$ cat src/rtl/multicycle_sequencer_if.sv
// Sequencer bus: decoder inputs, datapath flags and the CW/K control outputs.
// Master drives stimulus and decoder words; slave is the sequencer.
interface multicycle_sequencer_if #(
  parameter int CW_W   = 34,
  parameter int K_W    = 64,
  parameter int NUM_EX = 4,
  parameter int STEP_W = 2
) ();
  logic                     stall;
  logic                     mem_ready;
  logic [3:0]               status;
  logic [NUM_EX*CW_W-1:0]   dec_cw;
  logic [STEP_W:0]          dec_len;
  logic [NUM_EX-1:0]        dec_mem;
  logic [K_W-1:0]           dec_k;
  logic                     dec_cond_en;
  logic [3:0]               dec_cond_msk;
  logic                     dec_cond_inv;
  logic [CW_W-1:0]          CW;
  logic [K_W-1:0]           K;
  logic [1:0]               state;
  logic [STEP_W-1:0]        step;
  logic                     ir_load;
  logic                     instr_done;
  logic                     illegal;

  modport master (
    output stall, mem_ready, status,
    output dec_cw, dec_len, dec_mem, dec_k,
    output dec_cond_en, dec_cond_msk, dec_cond_inv,
    input  CW, K, state, step,
    input  ir_load, instr_done, illegal
  );

  modport slave (
    input  stall, mem_ready, status,
    input  dec_cw, dec_len, dec_mem, dec_k,
    input  dec_cond_en, dec_cond_msk, dec_cond_inv,
    output CW, K, state, step,
    output ir_load, instr_done, illegal
  );
endinterface

$ cat src/rtl/multicycle_sequencer.sv
// Multi-cycle control sequencer: FETCH -> DECODE -> EXEC[0..n-1] -> FETCH.
// Drives per-step decoder control words onto the registered CW/K bus.
module multicycle_sequencer #(
  parameter int CW_W   = 34,
  parameter int K_W    = 64,
  parameter int NUM_EX = 4,
  parameter int STEP_W = 2,
  parameter logic [CW_W-1:0] IF_CW =
    34'b01_1_11_01_0_0_1_0_00000_0_0_0_000000000000000,
  parameter logic [CW_W-1:0] NOP_CW = '0
) (
  input logic               clock,
  input logic               reset,
  multicycle_sequencer_if.slave bus
);

  typedef enum logic [1:0] {
    FETCH  = 2'b00,
    DECODE = 2'b01,
    EXEC   = 2'b10
  } state_t;

  localparam logic [STEP_W:0]   MAX_LEN   = (STEP_W+1)'(NUM_EX);
  localparam logic [STEP_W-1:0] LAST_STEP = STEP_W'(NUM_EX-1);

  state_t            st_q, st_d;
  logic [STEP_W-1:0] step_q, step_d;
  logic [CW_W-1:0]   cw_q, cw_d;
  logic [K_W-1:0]    k_q, k_d;
  logic              done_q, done_d;
  logic              ill_q, ill_d;

  logic [CW_W-1:0]   cw_arr [NUM_EX];
  logic              cond;
  logic              len_bad;
  logic              last;
  logic              wait_mem;
  logic [STEP_W-1:0] step_inc;

  for (genvar i = 0; i < NUM_EX; i++) begin : g_cw
    assign cw_arr[i] = bus.dec_cw[i*CW_W +: CW_W];
  end

  assign cond     = (|(bus.status & bus.dec_cond_msk))
                    ^ bus.dec_cond_inv;
  assign len_bad  = (bus.dec_len == '0)
                    || (bus.dec_len > MAX_LEN);
  // LAST_STEP guard keeps step in range even if dec_len misbehaves
  assign last     = ({1'b0, step_q} == bus.dec_len - 1'b1)
                    || (step_q == LAST_STEP);
  assign wait_mem = bus.dec_mem[step_q] & ~bus.mem_ready;
  assign step_inc = step_q + 1'b1;

  always_comb begin
    st_d   = st_q;
    step_d = step_q;
    cw_d   = cw_q;
    k_d    = k_q;
    done_d = 1'b0;
    ill_d  = ill_q;
    if (!bus.stall) begin
      unique case (st_q)
        FETCH: begin
          if (bus.mem_ready) begin
            st_d = DECODE;
            cw_d = NOP_CW;
          end
        end
        DECODE: begin
          if (len_bad) begin
            ill_d  = 1'b1;
            st_d   = FETCH;
            cw_d   = IF_CW;
            done_d = 1'b1;
          end else if (bus.dec_cond_en && !cond) begin
            st_d   = FETCH;
            cw_d   = IF_CW;
            done_d = 1'b1;
          end else begin
            st_d   = EXEC;
            step_d = '0;
            cw_d   = cw_arr[0];
            k_d    = bus.dec_k;
          end
        end
        EXEC: begin
          if (wait_mem) begin
            st_d = EXEC;
          end else if (last) begin
            st_d   = FETCH;
            cw_d   = IF_CW;
            step_d = '0;
            done_d = 1'b1;
          end else begin
            step_d = step_inc;
            cw_d   = cw_arr[step_inc];
          end
        end
        default: begin
          st_d   = FETCH;
          step_d = '0;
          cw_d   = IF_CW;
        end
      endcase
    end
  end

  always_ff @(posedge clock) begin
    if (reset) begin
      st_q   <= FETCH;
      step_q <= '0;
      cw_q   <= IF_CW;
      k_q    <= '0;
      done_q <= 1'b0;
      ill_q  <= 1'b0;
    end else begin
      st_q   <= st_d;
      step_q <= step_d;
      cw_q   <= cw_d;
      k_q    <= k_d;
      done_q <= done_d;
      ill_q  <= ill_d;
    end
  end

  assign bus.CW         = cw_q;
  assign bus.K          = k_q;
  assign bus.state      = st_q;
  assign bus.step       = step_q;
  assign bus.instr_done = done_q;
  assign bus.illegal    = ill_q;
  assign bus.ir_load    = (st_q == FETCH)
                          & bus.mem_ready & ~bus.stall;

endmodule

$ cat src/flat_wrapper.sv
// flat-port wrapper written by rule: the top's interface ports become plain ports
module multicycle_sequencer_flat 
#(
  parameter int CW_W   = 34,
  parameter int K_W    = 64,
  parameter int NUM_EX = 4,
  parameter int STEP_W = 2,
  parameter logic [CW_W-1:0] IF_CW =
    34'b01_1_11_01_0_0_1_0_00000_0_0_0_000000000000000,
  parameter logic [CW_W-1:0] NOP_CW = '0
)
  (clock, reset, bus_stall, bus_mem_ready, bus_status, bus_dec_cw, bus_dec_len, bus_dec_mem, bus_dec_k, bus_dec_cond_en, bus_dec_cond_msk, bus_dec_cond_inv, bus_CW, bus_K, bus_state, bus_step, bus_ir_load, bus_instr_done, bus_illegal);
  multicycle_sequencer_if #(.CW_W(CW_W), .K_W(K_W), .NUM_EX(NUM_EX), .STEP_W(STEP_W)) bus_i ();
  input logic clock;
  input logic reset;
  input wire logic [$bits(bus_i.stall)-1:0] bus_stall;
  input wire logic [$bits(bus_i.mem_ready)-1:0] bus_mem_ready;
  input wire logic [$bits(bus_i.status)-1:0] bus_status;
  input wire logic [$bits(bus_i.dec_cw)-1:0] bus_dec_cw;
  input wire logic [$bits(bus_i.dec_len)-1:0] bus_dec_len;
  input wire logic [$bits(bus_i.dec_mem)-1:0] bus_dec_mem;
  input wire logic [$bits(bus_i.dec_k)-1:0] bus_dec_k;
  input wire logic [$bits(bus_i.dec_cond_en)-1:0] bus_dec_cond_en;
  input wire logic [$bits(bus_i.dec_cond_msk)-1:0] bus_dec_cond_msk;
  input wire logic [$bits(bus_i.dec_cond_inv)-1:0] bus_dec_cond_inv;
  output wire logic [$bits(bus_i.CW)-1:0] bus_CW;
  output wire logic [$bits(bus_i.K)-1:0] bus_K;
  output wire logic [$bits(bus_i.state)-1:0] bus_state;
  output wire logic [$bits(bus_i.step)-1:0] bus_step;
  output wire logic [$bits(bus_i.ir_load)-1:0] bus_ir_load;
  output wire logic [$bits(bus_i.instr_done)-1:0] bus_instr_done;
  output wire logic [$bits(bus_i.illegal)-1:0] bus_illegal;
  assign bus_i.stall = bus_stall;
  assign bus_i.mem_ready = bus_mem_ready;
  assign bus_i.status = bus_status;
  assign bus_i.dec_cw = bus_dec_cw;
  assign bus_i.dec_len = bus_dec_len;
  assign bus_i.dec_mem = bus_dec_mem;
  assign bus_i.dec_k = bus_dec_k;
  assign bus_i.dec_cond_en = bus_dec_cond_en;
  assign bus_i.dec_cond_msk = bus_dec_cond_msk;
  assign bus_i.dec_cond_inv = bus_dec_cond_inv;
  assign bus_CW = bus_i.CW;
  assign bus_K = bus_i.K;
  assign bus_state = bus_i.state;
  assign bus_step = bus_i.step;
  assign bus_ir_load = bus_i.ir_load;
  assign bus_instr_done = bus_i.instr_done;
  assign bus_illegal = bus_i.illegal;
  multicycle_sequencer #(.CW_W(CW_W), .K_W(K_W), .NUM_EX(NUM_EX), .STEP_W(STEP_W), .IF_CW(IF_CW), .NOP_CW(NOP_CW)) u_core (.clock(clock), .reset(reset), .bus(bus_i));
endmodule
$ cat config.mk
export PLATFORM = sky130hd
export DESIGN_NAME = multicycle_sequencer_flat
export DESIGN_NICKNAME = d
export VERILOG_FILES = /design/src/rtl/multicycle_sequencer_if.sv /design/src/rtl/multicycle_sequencer.sv /design/src/flat_wrapper.sv
export SDC_FILE = /design/constraint.sdc
export NUM_CORES = 1
export LEC_CHECK = 0
export CORE_AREA = 2 2 126 128
export CTS_CLUSTER_SIZE = 30
export DETAILED_ROUTE_END_ITERATION = 8
export DIE_AREA = 0 0 128 130
export PLACE_DENSITY = 0.78
export SLEW_MARGIN = 20
export SYNTH_ARGS = -nofsm -noshare
export SYNTH_HDL_FRONTEND = slang
export SYNTH_SLANG_ARGS = --single-unit
$ cat constraint.sdc
create_clock -name clock -period 6 [get_ports clock]
set_input_delay 0.6 -clock clock [delete_from_list [all_inputs] [get_ports clock]]
set_output_delay 0.6 -clock clock [all_outputs]
set_load 0.02 [all_outputs]
==> impl_metrics.env, run 1 <==
export IMPL_outcome="finished, final reports clean"
export IMPL_critical_path_arrival_ns=3.21
export IMPL_cts_resized=0
export IMPL_clk_pin_slew_worst_paths_ns=0.07
export IMPL_grt_overflow_total=0
export IMPL_postRouteAntennaNets=0
export IMPL_r2r_slack_ns=3.34
export IMPL_worstPathRequired_ns=6.20
export IMPL_async_reset_ff_frac=0
export IMPL_crit_type="primary input to flip-flop"
export IMPL_worstPathMaxFanout=64
export IMPL_finClkSkew_ns=0.0117
export IMPL_ys_warn_count=0
export IMPL_cts_made_buffers=9
export IMPL_nets=984
export IMPL_dp_hpwl_um=13400
export IMPL_power_frac_comb=0.187
export IMPL_drv_slew=0
export IMPL_syn_nets=679
export IMPL_worstSetupStartpointType="primary input"
export IMPL_timing_hold_ws_ns=0.481
export IMPL_slowest_stage="buf_4"
export IMPL_leakage_nw=3.01
export IMPL_fp_dieArea_um2=16600
export IMPL_avgViaCountPerCell=5.03
export IMPL_cpPeakStageDelay_ns=0.81
export IMPL_final_setup_tns_ns=0
export IMPL_relSlewSlack=0.287
export IMPL_root_buffer="clkbuf_16"
export IMPL_grt_first_pass_wirelength_um=25300
export IMPL_ir_worst_vdd_mv=0.118
export IMPL_r2r_end="u_core.bus.CW[0]"
export IMPL_antennaDiodeCount=0
export IMPL_period_needed_ns=3.01
export IMPL_internal_power_mw=1.19
export IMPL_yosysUniqueCellTypes=44
export IMPL_most_common_layout_cells="clkdlybuf4s50_1, dfxtp_1, nor2_1, mux2i_1, a22o_1"
export IMPL_numClockSinks=104
export IMPL_hold_class="flip-flop to flip-flop"
export IMPL_hold_buffers=0
export IMPL_synthCells=452
export IMPL_rsz0062_at_grt="no"
export IMPL_area_growth_pct=72.4
export IMPL_cpLargestDelayFamily="buffers and inverters"
export IMPL_fp_dieW_um=128
export IMPL_drv_cap=0
export IMPL_powerDensity_nw_per_um2=184
export IMPL_placed_cell_area_um2=8350
export IMPL_cp_end_kind="flip-flop"
export IMPL_cp_depth=9
export IMPL_crit_top_cell="nor2_1"
export IMPL_synth_edf_count=0
export IMPL_max_freq_mhz=332
export IMPL_holdCritStartpoint="u_core.bus.CW[10]"
export IMPL_cp_num_buf_inv=3
export IMPL_io_buffers=325
export IMPL_hold_viol_final=0
export IMPL_timing_rr_start="u_core.bus.step[0]"
export IMPL_synth_seq_cells=104
export IMPL_power_switching_mw=0.401
export IMPL_wl_um=16900
export IMPL_avgSynthCellArea_um2=11.1
export IMPL_tightest_slew_ns=1.07
export IMPL_gr_usage_all_layers=0.195
export IMPL_min_path_cells=1
export IMPL_rr_worst_depth=6
export IMPL_dieHeight_um=130
export IMPL_min_to="u_core.bus.CW[10]"
export IMPL_drc=0
export IMPL_antenna_found_initial=0
export IMPL_clk_latency_ns=0.34
export IMPL_synth_main_ff_cell="dfxtp_1"
export IMPL_clkPwrFrac=0.365
export IMPL_path_cells="clkdlybuf4s50_1 -> inv_1 -> ha_1 -> xor2_2 -> nor2_1 -> nor4b_2 -> buf_4 -> mux2i_1 -> nor2_1"
export IMPL_cts_path_max_buffers=2
export IMPL_wl_per_cell_um=17.7
export IMPL_first_pass_iters=4
export IMPL_core_area_um2=15400
export IMPL_grt_pass1_vias=4934
export IMPL_grt_max_degree=76
export IMPL_yosysSeqAreaShare=0.415
export IMPL_setup_viol_count_final=0
export IMPL_cts_tree="built"
export IMPL_final_cell_area_um2=8660
export IMPL_place_congestion=0.944
export IMPL_ios=326
export IMPL_period_share=0.502
export IMPL_layout_commonest_cell="clkdlybuf4s50_1"
export IMPL_htreeDepth=3
export IMPL_rows=46
export IMPL_p_sw_frac=0.252
export IMPL_syn_area_um2=5020
export IMPL_p_seq_frac=0.448
export IMPL_drtIter0Drc=200
export IMPL_drive_gt1_frac=0.0879
export IMPL_post_cts_buffers=0
export IMPL_vias=4796
export IMPL_initial_core_util=0.325
[registers in the layout, indices dropped and copies added (netlist names)]
register and flops:
u_core.bus.K 64, u_core.bus.CW 34, u_core.bus.state 2, u_core.bus.step 2, u_core.bus.illegal 1, u_core.bus.instr_done 1
[logic make-up (layout without fill, tap and decap cells)]
logic type                 after synthesis  after routing  share of synthesized area
DFF                                    104            104                      0.415
muxes                                  100            100                      0.273
and+or+nand+nor                         98             98                     0.0875
AOI/OAI and AO/OA                       93             93                      0.150
buffers and inverters                   48            358                     0.0516
adders and majority gates                6              6                     0.0150
xor gates and xnor gates                 3              3                    0.00823
[Yosys cell counts (2+ instances only)]
library cell  number  area (µm²)
nand2_1            2        7.51
nor2_1            74         278
mux2i_1           70         701
nor3_1             2        10.0
o21ai_0           10        50.1
buf_1              2        7.51
buf_2             10        50.1
clkbuf_1          13        48.8
mux4_2            28         631
buf_4              7        52.6
nand3_1            6        30.0
o21ai_1            2        10.0
a21oi_1            9        45.0
inv_1             10        37.5
dfxtp_1          104        2080
ha_1               6        75.1
buf_6              5        56.3
a22o_1            56         490
a22oi_1            8        60.1
and3_1             4        25.0
[power by group through the flow]
stage	logic [mW]	registers [mW]	clock network (mW)
after floorplan	0.0846	0.744	0
after global routing	0.316	0.713	0.627
after detailed placement	0.298	0.728	0
final	0.297	0.712	0.581
after global placement	0.293	0.727	0
after CTS	0.299	0.712	0.601
[final cells by class]
class	count	area, µm²
repair buffers	331	3290
multi-input cells	300	2690
flip-flops and latches	104	2080
clock inverters	7	77.6
fillers	1290	6770
clock buffers	9	225
inverters	11	43.8
well taps	192	240
[worst max-delay path by stage]
stage / startpoint / end / slack, ns
after floorplan: bus_dec_len[0] / u_core.bus.K[10] / 3.84
after global placement: bus_dec_mem[0] / u_core.bus.CW[24] / 2.71
after detailed placement: bus_dec_len[0] / u_core.bus.K[5] / 2.64
after CTS: bus_dec_len[0] / u_core.bus.K[5] / 3.01
after global routing: bus_dec_len[0] / u_core.bus.K[36] / 2.79
final: bus_dec_len[0] / u_core.bus.K[8] / 2.99
[metal layers]
metal	track usage	vias to the layer above	wire length, µm
met5	0	-	0
li1	-	2286	-
met3	0.0545	28	1510
met1	0.218	2240	6390
met2	0.352	242	8510
met4	0.0782	0	480
[through the flow]
stage	worst slack [ns]	std cells	util	total power, mW
after global placement	2.71	938	0.541	1.02
after detailed placement	2.64	938	0.541	1.03
after CTS	3.01	954	0.561	1.61
final	2.99	954	0.561	1.59
after global routing	2.79	954	0.561	1.66
after floorplan	3.84	452	-	0.829
No activity file was read; power rests on OpenSTA's default activity.
==> run 2: changes to the inputs <==
--- a/config.mk
+++ b/config.mk
@@ -5,11 +5,11 @@
 export SDC_FILE = /design/constraint.sdc
 export NUM_CORES = 1
 export LEC_CHECK = 0
-export CORE_AREA = 2 2 126 128
+export CORE_AREA = 2 2 127 129
 export CTS_CLUSTER_SIZE = 30
 export DETAILED_ROUTE_END_ITERATION = 8
-export DIE_AREA = 0 0 128 130
-export PLACE_DENSITY = 0.78
+export DIE_AREA = 0 0 129 131
+export PLACE_DENSITY = 0.77
 export SLEW_MARGIN = 20
 export SYNTH_ARGS = -nofsm -noshare
 export SYNTH_HDL_FRONTEND = slang
==> constraint.sdc (replaced) <==
create_clock -name clock -period 2.8 [get_ports clock]
set_input_delay 0.28 -clock clock [delete_from_list [all_inputs] [get_ports clock]]
set_output_delay 0.28 -clock clock [all_outputs]
set_load 0.02 [all_outputs]
==> impl_metrics.env, run 2 (synthesis gave the netlist of run 1 again) <==
export IMPL_outcome="finished, final reports clean"
export IMPL_fp_dieArea_um2=16900
export IMPL_hold_viol_final=0
export IMPL_crit_type="primary input to flip-flop"
export IMPL_layout_commonest_cell="clkdlybuf4s50_1"
export IMPL_grt_overflow_total=0
export IMPL_root_buffer="clkbuf_16"
export IMPL_placed_cell_area_um2=8490
export IMPL_gr_usage_all_layers=0.197
export IMPL_final_cells=988
export IMPL_clk_pin_slew_worst_paths_ns=0.07
export IMPL_grt_first_pass_wirelength_um=25800
export IMPL_drv_slew=0
export IMPL_cpLargestDelayFamily="buffers and inverters"
export IMPL_slowest_stage="clkdlybuf4s50_1"
export IMPL_final_cell_area_um2=8770
export IMPL_first_pass_iters=4
export IMPL_max_freq_mhz=445
export IMPL_io_buffers=325
export IMPL_cpPeakStageDelay_ns=0.53
export IMPL_power_mw=3.34
export IMPL_cts_path_max_buffers=2
export IMPL_worstPathRequired_ns=3.00
export IMPL_place_congestion=0.903
export IMPL_antenna_found_initial=1
export IMPL_timing_hold_ws_ns=0.263
export IMPL_cp_num_buf_inv=4
export IMPL_avgViaCountPerCell=4.90
export IMPL_drtIter0Drc=196
export IMPL_antennaDiodeCount=0
export IMPL_ios=326
export IMPL_period_share=0.803
export IMPL_clk_latency_ns=0.34
export IMPL_path_cells="clkdlybuf4s50_1 -> inv_1 -> ha_1 -> xor2_2 -> nor2_1 -> nor4b_2 -> buf_4 -> buf_12 -> mux2i_1 -> nor2_1"
export IMPL_setup_viol_count_final=0
export IMPL_worstSetupStartpointType="primary input"
export IMPL_final_setup_tns_ns=0
export IMPL_vias=4841
export IMPL_area_growth_pct=74.7
export IMPL_drc=0
export IMPL_cp_end_kind="flip-flop"
export IMPL_crit_top_cell="nor2_1"
export IMPL_post_cts_buffers=0
export IMPL_leakage_nw=3.06
export IMPL_finClkSkew_ns=0.0106
export IMPL_fp_dieW_um=129
export IMPL_final_util=0.562
export IMPL_hold_buffers=0
export IMPL_rows=46
export IMPL_htreeDepth=3
export IMPL_tightest_slew_ns=0.701
export IMPL_worstPathMaxFanout=24
export IMPL_cts_resized=0
export IMPL_grt_pass1_vias=4946
export IMPL_dp_hpwl_um=13900
export IMPL_drive_gt1_frac=0.0959
export IMPL_grt_max_degree=68
export IMPL_relSlewSlack=0.532
export IMPL_critical_path_arrival_ns=2.45
export IMPL_initial_core_util=0.322
export IMPL_pre_cts_ws_ns=0.181
export IMPL_rsz0062_at_grt="no"
export IMPL_numClockSinks=104
export IMPL_largest_reg_flops=64
export IMPL_fillCellCount=1347
export IMPL_fin_ws_ns=0.552
export IMPL_nets=994
export IMPL_wl_per_cell_um=17.4
export IMPL_cts_tree="built"
export IMPL_dieHeight_um=131
export IMPL_placedCellCount=972
export IMPL_postRouteAntennaNets=0
export IMPL_wl_um=17200
export IMPL_ir_worst_vdd_mv=0.269
export IMPL_powerDensity_nw_per_um2=381
export IMPL_most_common_layout_cells="clkdlybuf4s50_1, dfxtp_1, nor2_1, mux2i_1, a22o_1"
export IMPL_cts_made_buffers=9
export IMPL_hold_class="primary input to flip-flop"
export IMPL_drv_cap=0
export IMPL_core_area_um2=15600
export IMPL_period_needed_ns=2.25
==> run 2: cell types whose count changed in the layout (fill, tap and decap cells not counted) <==
cell      previous run  this run
buf_4                6        13
buf_12               0         3
clkbuf_1             0         2
clkinv_8             2         0
and3_1               3         4
and3_2               1         0
clkinv_2             0         1
clkinv_4             2         1
==> run 2: layout make-up <==
type	instances	area (µm²)	area share
Timing Repair Buffer	341	3410	0.388
Multi-Input combinational cell	300	2690	0.307
Sequential cell	104	2080	0.238
Tap cell	216	270	0.0308
Clock buffer	11	233	0.0265
Inverter	11	43.8	0.00499
Clock inverter	5	41.3	0.00471
==> run 2: metal layers <==
metal  vias up  GRT usage  wire, µm
met5         -          0        14
met4         2     0.0818       465
met3        33     0.0468      1310
met2       220      0.363      8940
met1      2287      0.218      6430
li1       2299          -         -
==> run 2: power breakdown <==
group	total [mW]	switching, mW	internal [mW]
combinational	0.639	0.225	0.414
clock	1.17	0.558	0.614
sequential	1.53	0.0179	1.51
==> run 2: worst paths after layout <==
path	startpoint	to	slack, ns	depth (start not counted)
worst max-delay path	bus_dec_len[0]	u_core.bus.K[54]	0.55	10
worst min-delay path	reset	u_core.bus.step[1]	0.26	2
worst max register to register	u_core.bus.step[1]	u_core.bus.CW[8]	0.65	5
worst min register to register	u_core.bus.CW[33]	u_core.bus.CW[33]	0.48	1
==> patch: new RTL, flow settings as in run 1 <==
Reset style: asynchronous (`reset`), changed in one clocked block.
--- a/src/rtl/multicycle_sequencer.sv
+++ b/src/rtl/multicycle_sequencer.sv
@@ -105,7 +105,7 @@
     end
   end
 
-  always_ff @(posedge clock) begin
+  always_ff @(posedge clock or posedge reset) begin
     if (reset) begin
       st_q   <= FETCH;
       step_q <= '0;
Function: differs if reset is asserted again (counterexample within 4 cycles, from zero or initial values and one cycle with reset high); with reset held inactive, the same outputs for 4 cycles.
==> patch against run 1 <==
  * Synthesized cell count shrank 7.3%
  * Register-to-register slack lost 0.27 ns
  * Sequential cell count is the same
  * Core utilization grew 2.5 points
  * Worst setup slack lost 0.16 ns
  * Synthesized area grew 6.9%
  * Worst hold slack gained 0.0035 ns
  * Routed wire length grew 0.47%
  * Critical path depth is the same
  * Final area grew 4.5%
  * Die area is the same
Power is not compared: it rests on default switching activity, and its combinational part moved more than twofold at a synthesized area within 25%.
==> patch: results (changes against run 1) <==
avgSynthCellArea_um2: 12.8  # +15%
drive_above_1_share_pct: 17.6  # +8.8 points
synth_common_cells: "dfrtp_1 (98), nand2_1 (61), mux2_2 (60), nor2_1 (37), mux4_2 (35)"
hold_path_end: "u_core.bus.K[62]$_DFFE_PP0P_"
reg2reg_to: "u_core.bus.CW[22]$_DFFE_PP0P_"
synth_adder_area_share_pct: 1.40  # -0.096 points
clockBufferDepth: 2  # unchanged
ys_async_sr_fraction_pct: 100  # +100 points
yosys.cell_types.count: 37  # -16%
synth-compound-area-share_pct: 8.00  # -7.0 points
synth.area.mux_share_pct: 28.6  # +1.2 points
syn-num-nets: 646  # -4.9%
grt_pass1_wl_um: 25900  # +2.3%
arrival_ns: 3.40  # +0.19 ns
worstMarginPinSlew_ns: 1.01  # -0.0605 ns
outcome: "finished, final reports clean"
fillerInstances: 1253  # -2.9%
hpwl_um: 13700  # +2.4%
grt_pass1_vias: 4851  # -1.7%
synth-seq-area-share_pct: 48.7  # +7.2 points
post-place-ws_ns: 2.44  # -0.201 ns
finalClockSkew_ns: 0.00529  # -0.00639 ns
fmax_ghz: 0.315  # -5.0%
ys.flop_type: "dfrtp_1"
grt_max_degree: 70  # -7.9%
drt-total-wl_um: 17000  # +0.47%
track_usage_pct: 20.2  # +0.71 points
place_area_um2: 8720  # +4.4%
vias_per_cell: 5.02  # -0.18%
synth-xor-area-share_pct: 0.490  # -0.33 points
post_cts_buffers: 0  # unchanged
synthTopCellsByArea: "dfrtp_1 (46%), mux4_2 (15%), mux2_2 (13%), a311oi_1 (4.6%), nand2_1 (4.3%)"
whs_ns: 0.485  # +0.00351 ns
min_from: "u_core.bus.K[62]$_DFFE_PP0P_"
gp_congestion: 0.896  # -5.1%
wl_per_cell_um: 18.3  # +3.4%
dr.first_iter.drc_count: 98  # -51%
critPathMaxFanout: 64  # unchanged
fin_nets: 956  # -2.8%
r2r_slack_ns: 3.07  # -0.27 ns
switching_power_mw: 1.52
dp_cells: 910  # -3.0%
## patch: changes by cell type in the layout (fill, tap and decap cells not counted), sizes merged, moves of 11 or more
cell	delta
nor2	-36
a311oi	+28
dfxtp	-104
a22o	-56
o21ai	-11
dfrtp	+98
mux2	+65
nand2	+58
mux2i	-70
## patch: per-layer routing
| layer | part of all wire, % | track usage (%) | up-vias |
|---|---|---|---|
| met5 | 0 | 0 | - |
| met4 | 3.4 | 9.63 | 0 |
| met3 | 9.4 | 6.52 | 32 |
| met2 | 53 | 37.1 | 234 |
| met1 | 34 | 20.9 | 2213 |
| li1 | - | - | 2173 |
## patch: worst max path at each step
stage                   start                            end
6_report       bus_dec_len[0]   u_core.bus.K[28]$_DFFE_PP0P_
5_1_grt        bus_dec_mem[3]  u_core.bus.CW[28]$_DFFE_PP0P_
4_1_cts        bus_dec_len[0]   u_core.bus.K[28]$_DFFE_PP0P_
3_5_place_dp   bus_dec_len[0]   u_core.bus.K[42]$_DFFE_PP0P_
3_3_place_gp   bus_dec_mem[3]   u_core.bus.CW[7]$_DFFE_PP0P_
2_1_floorplan           reset   u_core.bus.CW[0]$_DFFE_PP0P_
## patch: layout make-up
| type | instances | area [um^2] | share of cell area, % |
|---|---|---|---|
| antenna | 1 | 2.50 | 0.0277 |
| tap | 192 | 240 | 2.66 |
| multi-input combinational | 276 | 2540 | 28.1 |
| timing repair buffer | 330 | 3290 | 36.4 |
| clock buffer | 10 | 229 | 2.53 |
| inverter | 8 | 32.5 | 0.360 |
| sequential | 104 | 2610 | 28.9 |
| clock inverter | 6 | 92.6 | 1.02 |
## patch: critical path, cell delays in order
cell and delay (ns):
clkdlybuf4s50_1 0.49, inv_1 0.06, ha_1 0.20, xnor2_1 0.28, nand2_1 0.15, or3_1 0.41, nor2_4 0.10, buf_4 0.60
mux2_2 0.42
